--- config.mk ---
export PLATFORM = sky130hd
export DESIGN_NAME = tdm_demux_1to8
export DESIGN_NICKNAME = d
export VERILOG_FILES = /design/src/rtl/tdm_pkg.sv /design/src/rtl/tdm_slot_counter.sv /design/src/rtl/tdm_demux_1to8.sv
export SDC_FILE = /design/constraint.sdc
export NUM_CORES = 1
export LEC_CHECK = 0
export ABC_AREA = 0
export ABC_CLOCK_PERIOD_IN_PS = 2960
export BUFFER_PORTS_ARGS = -buffer_cell sky130_fd_sc_hd__buf_4
export CAP_MARGIN = 15
export CORE_MARGIN = 8
export CORE_UTILIZATION = 35
export CTS_CLUSTER_SIZE = 20
export DETAILED_ROUTE_END_ITERATION = 12
export PLACE_DENSITY = 0.56
export SETUP_SLACK_MARGIN = 0.02
export SLEW_MARGIN = 20
export SYNTH_ARGS = -nofsm -noshare
export SYNTH_HDL_FRONTEND = slang
export SYNTH_SLANG_ARGS = --single-unit
--- constraint.sdc ---
create_clock -name clk -period 2.96 [get_ports clk]
set_input_delay 0.592 -clock clk [delete_from_list [all_inputs] [get_ports clk]]
set_output_delay 0.592 -clock clk [all_outputs]
set_load 0.005 [all_outputs]
--- src/rtl/tdm_pkg.sv ---
// Shared definitions for the 8:1 TDM select-link receiver.
// The slot count, the index width and the frame-alignment states live here.
package tdm_pkg;

    localparam int N_SLOTS = 8;
    localparam int SEL_W   = 3;

    typedef enum logic {
        HUNT = 1'b0,
        RUN  = 1'b1
    } state_t;

    typedef logic [SEL_W-1:0] sel_t;

endpackage

--- src/rtl/tdm_slot_counter.sv ---
// Wrapping slot index counter for the TDM receiver.
// Loading on sync always restarts at 1, because the sync bit itself fills slot 0.
module tdm_slot_counter
    import tdm_pkg::*;
#(
    parameter int N = N_SLOTS,
    parameter int W = SEL_W
) (
    input  logic         clk,
    input  logic         rst_n,
    input  logic         inc,
    input  logic         load,
    output logic [W-1:0] sel,
    output logic         last
);

    logic [W-1:0] sel_q;
    logic [W-1:0] sel_d;

    always_comb begin
        sel_d = sel_q;
        if (load) begin
            sel_d = W'(1);
        end else if (inc) begin
            sel_d = sel_q + W'(1);
        end
    end

    always_ff @(posedge clk) begin
        if (!rst_n) begin
            sel_q <= '0;
        end else begin
            sel_q <= sel_d;
        end
    end

    assign sel  = sel_q;
    assign last = (sel_q == W'(N - 1));

endmodule

--- src/rtl/tdm_demux_1to8.sv ---
// Receive end of the 8:1 serial select link: reassembles slot bits into a word.
// Completed words sit in a valid/ready output register; overruns and resyncs are flagged.
module tdm_demux_1to8
    import tdm_pkg::*;
#(
    parameter int N     = N_SLOTS,
    parameter int SEL_W = tdm_pkg::SEL_W
) (
    input  logic             clk,
    input  logic             rst_n,
    input  logic             en,
    input  logic             d,
    input  logic             sync,
    output logic [SEL_W-1:0] sel,
    output logic [N-1:0]     y,
    output logic             y_valid,
    input  logic             y_ready,
    output logic             ovr,
    output logic             sync_err
);

    state_t         state_q, state_d;
    logic [N-1:0]   shadow_q, shadow_d;
    logic [N-1:0]   y_q, y_d;
    logic           y_valid_q, y_valid_d;
    logic           ovr_q, ovr_d;
    logic           sync_err_q, sync_err_d;

    logic [SEL_W-1:0] slot_sel;
    logic             slot_last;
    logic             slot_inc;
    logic             slot_load;
    logic             complete;
    logic [N-1:0]     word;

    tdm_slot_counter #(
        .N (N),
        .W (SEL_W)
    ) u_slot_counter (
        .clk   (clk),
        .rst_n (rst_n),
        .inc   (slot_inc),
        .load  (slot_load),
        .sel   (slot_sel),
        .last  (slot_last)
    );

    always_comb begin
        state_d    = state_q;
        shadow_d   = shadow_q;
        y_d        = y_q;
        y_valid_d  = y_valid_q;
        ovr_d      = ovr_q;
        sync_err_d = 1'b0;
        slot_inc   = 1'b0;
        slot_load  = 1'b0;
        complete   = 1'b0;
        word       = {d, shadow_q[N-2:0]};

        if (en) begin
            if (sync) begin
                // Any sync restarts the frame; only a sync away from slot 0 in RUN is an error.
                slot_load   = 1'b1;
                shadow_d    = '0;
                shadow_d[0] = d;
                state_d     = RUN;
                if (state_q == RUN && slot_sel != '0) begin
                    sync_err_d = 1'b1;
                end
            end else if (state_q == RUN) begin
                slot_inc           = 1'b1;
                shadow_d[slot_sel] = d;
                complete           = slot_last;
            end
        end

        if (complete) begin
            if (!y_valid_q || y_ready) begin
                y_d       = word;
                y_valid_d = 1'b1;
            end else begin
                ovr_d = 1'b1;
            end
        end else if (y_valid_q && y_ready) begin
            y_valid_d = 1'b0;
        end
    end

    always_ff @(posedge clk) begin
        if (!rst_n) begin
            state_q    <= HUNT;
            shadow_q   <= '0;
            y_q        <= '0;
            y_valid_q  <= 1'b0;
            ovr_q      <= 1'b0;
            sync_err_q <= 1'b0;
        end else begin
            state_q    <= state_d;
            shadow_q   <= shadow_d;
            y_q        <= y_d;
            y_valid_q  <= y_valid_d;
            ovr_q      <= ovr_d;
            sync_err_q <= sync_err_d;
        end
    end

    assign sel      = slot_sel;
    assign y        = y_q;
    assign y_valid  = y_valid_q;
    assign ovr      = ovr_q;
    assign sync_err = sync_err_q;

endmodule

Yosys cells after proc, flatten, opt, wreduce, memory -nomap -nowiden

Index checks and enable logic that the tools add are counted.

Register bits after elaboration: 23
Bits of input ports: 6
Output and inout bits: 14
Logic and storage cells: 50

Add/sub/neg operators: 1
Magnitude comparators: 2
Eq/ne operators: 2
Muxes and demuxes: 19
Bitwise operators: 2
Reduce and logical (&&, ||, !) cells: 16

Operators by type and width:

| kind                                                                                | number |
|---|---|
| 8-bit two-way mux                                                                   | 2 |
| 1-bit two-way mux                                                                   | 15 |
| 2-bit AND reduction                                                                 | 5 |
| 8-bit bitwise mux                                                                   | 1 |
| 2-bit nonzero test                                                                  | 3 |
| 3-bit by 4-bit < comparator with 1-bit output, second input constant                | 1 |
| 3-bit by 1-bit adder with 3-bit output, second input constant                       | 1 |
| 1-bit demux with 3-bit select                                                       | 1 |
| 3-bit == test, second input constant                                                | 1 |
| 3-bit by 1-bit greater-or-equal comparator with 1-bit output, second input constant | 1 |
| 1-bit logical AND                                                                   | 3 |
| 3-bit AND reduction                                                                 | 1 |
| 3-bit nonzero test                                                                  | 1 |
| 2-bit by 1-bit inequality test with 1-bit output, second input constant             | 1 |
| 1-bit inverter                                                                      | 2 |
| 2-bit OR reduction                                                                  | 1 |
| 1-bit zero test                                                                     | 1 |
| 1-bit logical OR                                                                    | 1 |

Logic depth before layout (Yosys ltp)

Depth after elaboration: 7
Gate-level depth with buffers: 6
Mapped depth without buffers: 5

Modules after synthesis

Synthesis repeated with hierarchy kept, for this count alone.

Cell total of the unflattened synthesis: 97
Area, all modules: 967.2 µm²

Modules (own cells, without submodules):

| module           | times used | cells an instance | area an instance (µm²) | sequential area each (µm²) |
|---|---|---|---|---|
| tdm_demux_1to8   | 1          | 85                | 832.0                  | 380.4 |
| tdm_slot_counter | 1          | 12                | 135.1                  | 60.1 |

Worst setup path after synthesis

Ideal clock, no wire load.

Path type: reg-to-reg
Start: register u_slot_counter.sel_q[0] (netlist: u_slot_counter.sel[0])
End: register y_q[0] (netlist: y[0])
Setup time: 0.072 ns
Data arrival time: 1.355 ns
Required time: 2.888 ns
Slack: 1.533 ns
Cell stages (with the launch flop): 7
Buffers on the path: 1
Period minus slack after synthesis: 1.427 ns
Cell sequence: dfxtp_1 -> ha_1 -> ha_1 -> nand4b_2 -> nor2b_2 -> buf_6 -> mux2i_1

Longest elaborated chain between the ends: 5

Ends and longest elaborated chain:

| what                          | line                   | text |
|---|---|---|
| start: declaration            | tdm_slot_counter.sv:17 | `logic [W-1:0] sel_q;` |
| start signal: assignment      | tdm_slot_counter.sv:33 | `sel_q <= sel_d;` |
| 3-bit == test                 | tdm_slot_counter.sv:38 | `assign last = (sel_q == W'(N - 1));` |
| 1-bit two-way mux             | tdm_demux_1to8.sv:70   | `end else if (state_q == RUN) begin` |
| 1-bit two-way mux             | tdm_demux_1to8.sv:61   | `if (sync) begin` |
| 1-bit two-way mux             | tdm_demux_1to8.sv:60   | `if (en) begin` |
| 2-bit AND reduction (no line) | n/a                    |  |
| end signal: assignment        | tdm_demux_1to8.sv:100  | `y_q <= y_d;` |
| end: declaration              | tdm_demux_1to8.sv:24   | `logic [N-1:0] y_q, y_d;` |

Every way passes these cells.
A chain may end at the register's enable or synchronous reset.

Final worst setup path

Start: register u_slot_counter.sel_q[0] (netlist: u_slot_counter.sel[0])
End: register y_q[2] (netlist: y[2])

Same word-level chain as after synthesis.

==> results.md <==
- Status: completed
- Crit Path Class: register to register
- Mux cell area share after synthesis: 9.890%
- DRC Markers: 0
- HP Class: register to register
- Most used DFF post-synth: dfxtp_1
- Clk pin slew, worst setup/hold paths: 120 ps
- Static Leak: 0.4591 nW
- TritonCTS clock tree: done
- Finished Cell Area: 1197 um^2
- Req. time, crit path: 3200 ps
- Hold slack: 463.9 ps
- Asr flop ratio synth: 0%
- VDD IR max: 0.0002621 V
- Finished Layout Cells: 156
- Fin nets: 135
- Post-Syn Instances: 108
- Placement Cell Area: 1161 um^2
- Synth area leader: dfxtp_1
- Syn nets: 117
- Vias in the first global route: 800
- WL/cell: 13.50 um
- GRT Residual Overflow: 0
- FF-to-FF setup slack: 1130 ps
- H-tree depth: 1
- Worst path max stage delay: 550 ps
- Critical-path top delay cell: dfxtp_1
- P&R area growth vs syn: 16.85%
- CTS Buf Count: 3
- Synth Warn #: 0
- Top delay family on crit path: simple AND/OR/NAND/NOR gates
- Vias: 808
- Post-synthesis xor/xnor area fraction: 0%
- Headroom to the max-slew limit: 64.28%
- PortBufs: 19
- Setup tns final: 0 ps
- Drt first pass iters: 4
- Critical Path Most Common Cell: ha_1
- RSZ-0062 raised after global routing: no
- DRT antenna net count: 0
- DIE HEIGHT: 70.11 um
- CTS Sinks: 22
- Arr. time, crit path: 2070 ps
- Num ports: 20
- Mapped cell area: 1025 um^2
- Synth top area share: 42.98%
- Largest family of logic cells by synthesized area: simple AND/OR/NAND/NOR gates
- Initial antenna violation count: 0
- CP Capture Type: register
- Hold_buf cts: 0
- Synth Area in Simple Gates: 25.03%
- Gpl congestion: 0.7119
- HPWL after DPL: 1490 um
- Dpl cells: 152
- Min cycle time layout: 1827 ps
- PwrDens: 426.4 nW/um^2
- Ranking of synthesized cells by area: dfxtp_1 (43%), mux2i_1 (8.8%), nand2_1 (7.0%), ha_1 (3.7%), nor2b_1 (2.4%)
- Final worst path period share: 61.72%
- Synthesized flop and latch total: 22
- Avg Cell Area, Syn: 9.488 um^2
- Layout cells sized above 1: 24.80%
- Drt initial violations: 32
- Worst path bufs/invs: 0
- Postcts setup bufs: 0
- Hold Vio Cnt, Final: 0
- Crit Path Max Fanout: 10
- CTS root buf: clkbuf_4
- Layout Skew: 4.590 ps
- Die area: 4915 um^2
- Number of flops mapped to enable cells by yosys: 0
- Max cap viols: 0
- Starting Density: 36.84%
- Global Route Usage Sum: 8.476%
- Post-cts resize count: 0
- Total routed wirelength: 2106 um
- Max-slew violation count: 0
- Largest net degree at the start of global routing: 32
- Highest clock rate: 547.4 MHz
- Critical Path Source Type: register
- Max Root-Sink Buffers: 2
- # diodes: 0
- Sequential area share after synthesis: 42.98%
- First-pass GRT wire length: 3574 um
- Endpoints failing setup: 0
- Chip Width: 70.11 um
- Core area: 2781 um^2
- Slew @ Worst Pin: 533.4 ps
- Post-synth cell types: 36
- Worst-path cell chain: ha_1 -> ha_1 -> nand4b_2 -> nor2b_2 -> mux2i_1
- Cell row count: 19
- Synth Area in Compound Gates: 13.31%
- Latest clock arrival within the worst-skew pair: 300 ps
- Drt via density: 5.179
- Synth Area in Adders: 3.663%
layout make-up:
class,count,area [um^2]
clock buffer,4,36.28
tap,31,38.79
multi-input combinational,78,531.8
fill,275,1584
sequential,22,440.4
timing repair buffer,19,142.6
inverter,2,7.507
worst reg2reg max path, stage by stage, from the launching register on:
cell	delay [ps]
dfxtp_1	550
ha_1	210
ha_1	150
nand4b_2	130
nor2b_2	470
mux2i_1	240
per-stage QoR:
stage | utilization [%] | setup slack, ps | power [W]
5_1_grt | 43.05 | 997.8 | 0.0005316
3_5_place_dp | 41.75 | 1142 | 0.0003508
2_1_floorplan | - | 1533 | 0.0003388
6_report | 43.05 | 1133 | 0.0005106
3_3_place_gp | 41.75 | 1192 | 0.0003501
4_1_cts | 43.05 | 1087 | 0.0005134
synthesized netlist by cell type (2+ instances only):
| cell | instances |
|---|---|
| nor2_1 | 3 |
| mux2i_1 | 9 |
| nand2_1 | 19 |
| buf_6 | 2 |
| a22oi_1 | 2 |
| o311ai_1 | 2 |
| o21a_1 | 2 |
| o21ai_1 | 4 |
| buf_2 | 3 |
| nor2b_1 | 4 |
| nand2b_1 | 3 |
| nand3b_1 | 2 |
| ha_1 | 3 |
| inv_1 | 2 |
| dfxtp_1 | 22 |
| nand3_1 | 4 |
| nor3_1 | 2 |
| o211ai_1 | 2 |
per-layer routing:
metal,vias to the layer above,global-route usage (%),wire (um)
met5,-,0,0
met1,370,10.63,977
met2,20,13.50,1006
li1,416,-,-
met3,2,2.119,107
met4,0,3.348,14
placed cells by master (no fill, tap or decap), drive strengths merged:
cell type | Yosys | final
mux2 | 1 | 1
nand4 | 1 | 1
nand2b | 3 | 3
a21o | 1 | 1
nor2 | 3 | 3
a21boi | 2 | 2
o31ai | 1 | 1
o21a | 2 | 2
nor2b | 5 | 5
a22oi | 2 | 2
nand3 | 4 | 4
and2b | 1 | 1
buf | 6 | 19
nand4b | 2 | 2
mux2i | 9 | 9
nand2 | 20 | 20
nor3 | 2 | 2
nand3b | 2 | 2
and3b | 1 | 1
inv | 2 | 2
dfxtp | 22 | 22
nor4b | 1 | 1
clkbuf | 0 | 4
o21ai | 5 | 5
o211ai | 2 | 2
ha | 3 | 3
and3 | 1 | 1
o311ai | 3 | 3
a21oi | 1 | 1
where the power goes:
part | internal [W] | switching [W] | leakage (nW)
logic | 0.0000168 | 0.0000209 | 0.260
clock network | 0.0000750 | 0.0000912 | 0.0210
registers | 0.000300 | 0.00000718 | 0.178
total | 0.000391 | 0.000119 | 0.459
state kept, by name, summed over array words and instances, names as in the netlist:
signal              flops
state_q                 1
ovr                     1
y_valid                 1
sync_err                1
shadow_q                7
u_slot_counter.sel      3
y                       8
cells by family (layout without fill, tap and decap cells):
family          Yosys count  after routing
simple gates             46             46
compound gates           19             19
mux                      10             10
buf+inv                   8             25
flops                    22             22
fa+ha+maj                 3              3
path summary, 6_finish.rpt:
path                               from  endpoint  cells after the start
hold reg to reg                    y[3]      y[3]                      2
setup / recovery  u_slot_counter.sel[0]      y[2]                      5
hold / removal                     y[3]      y[3]                      2
setup reg to reg  u_slot_counter.sel[0]      y[2]                      5
(Power assumes the default switching activity.)
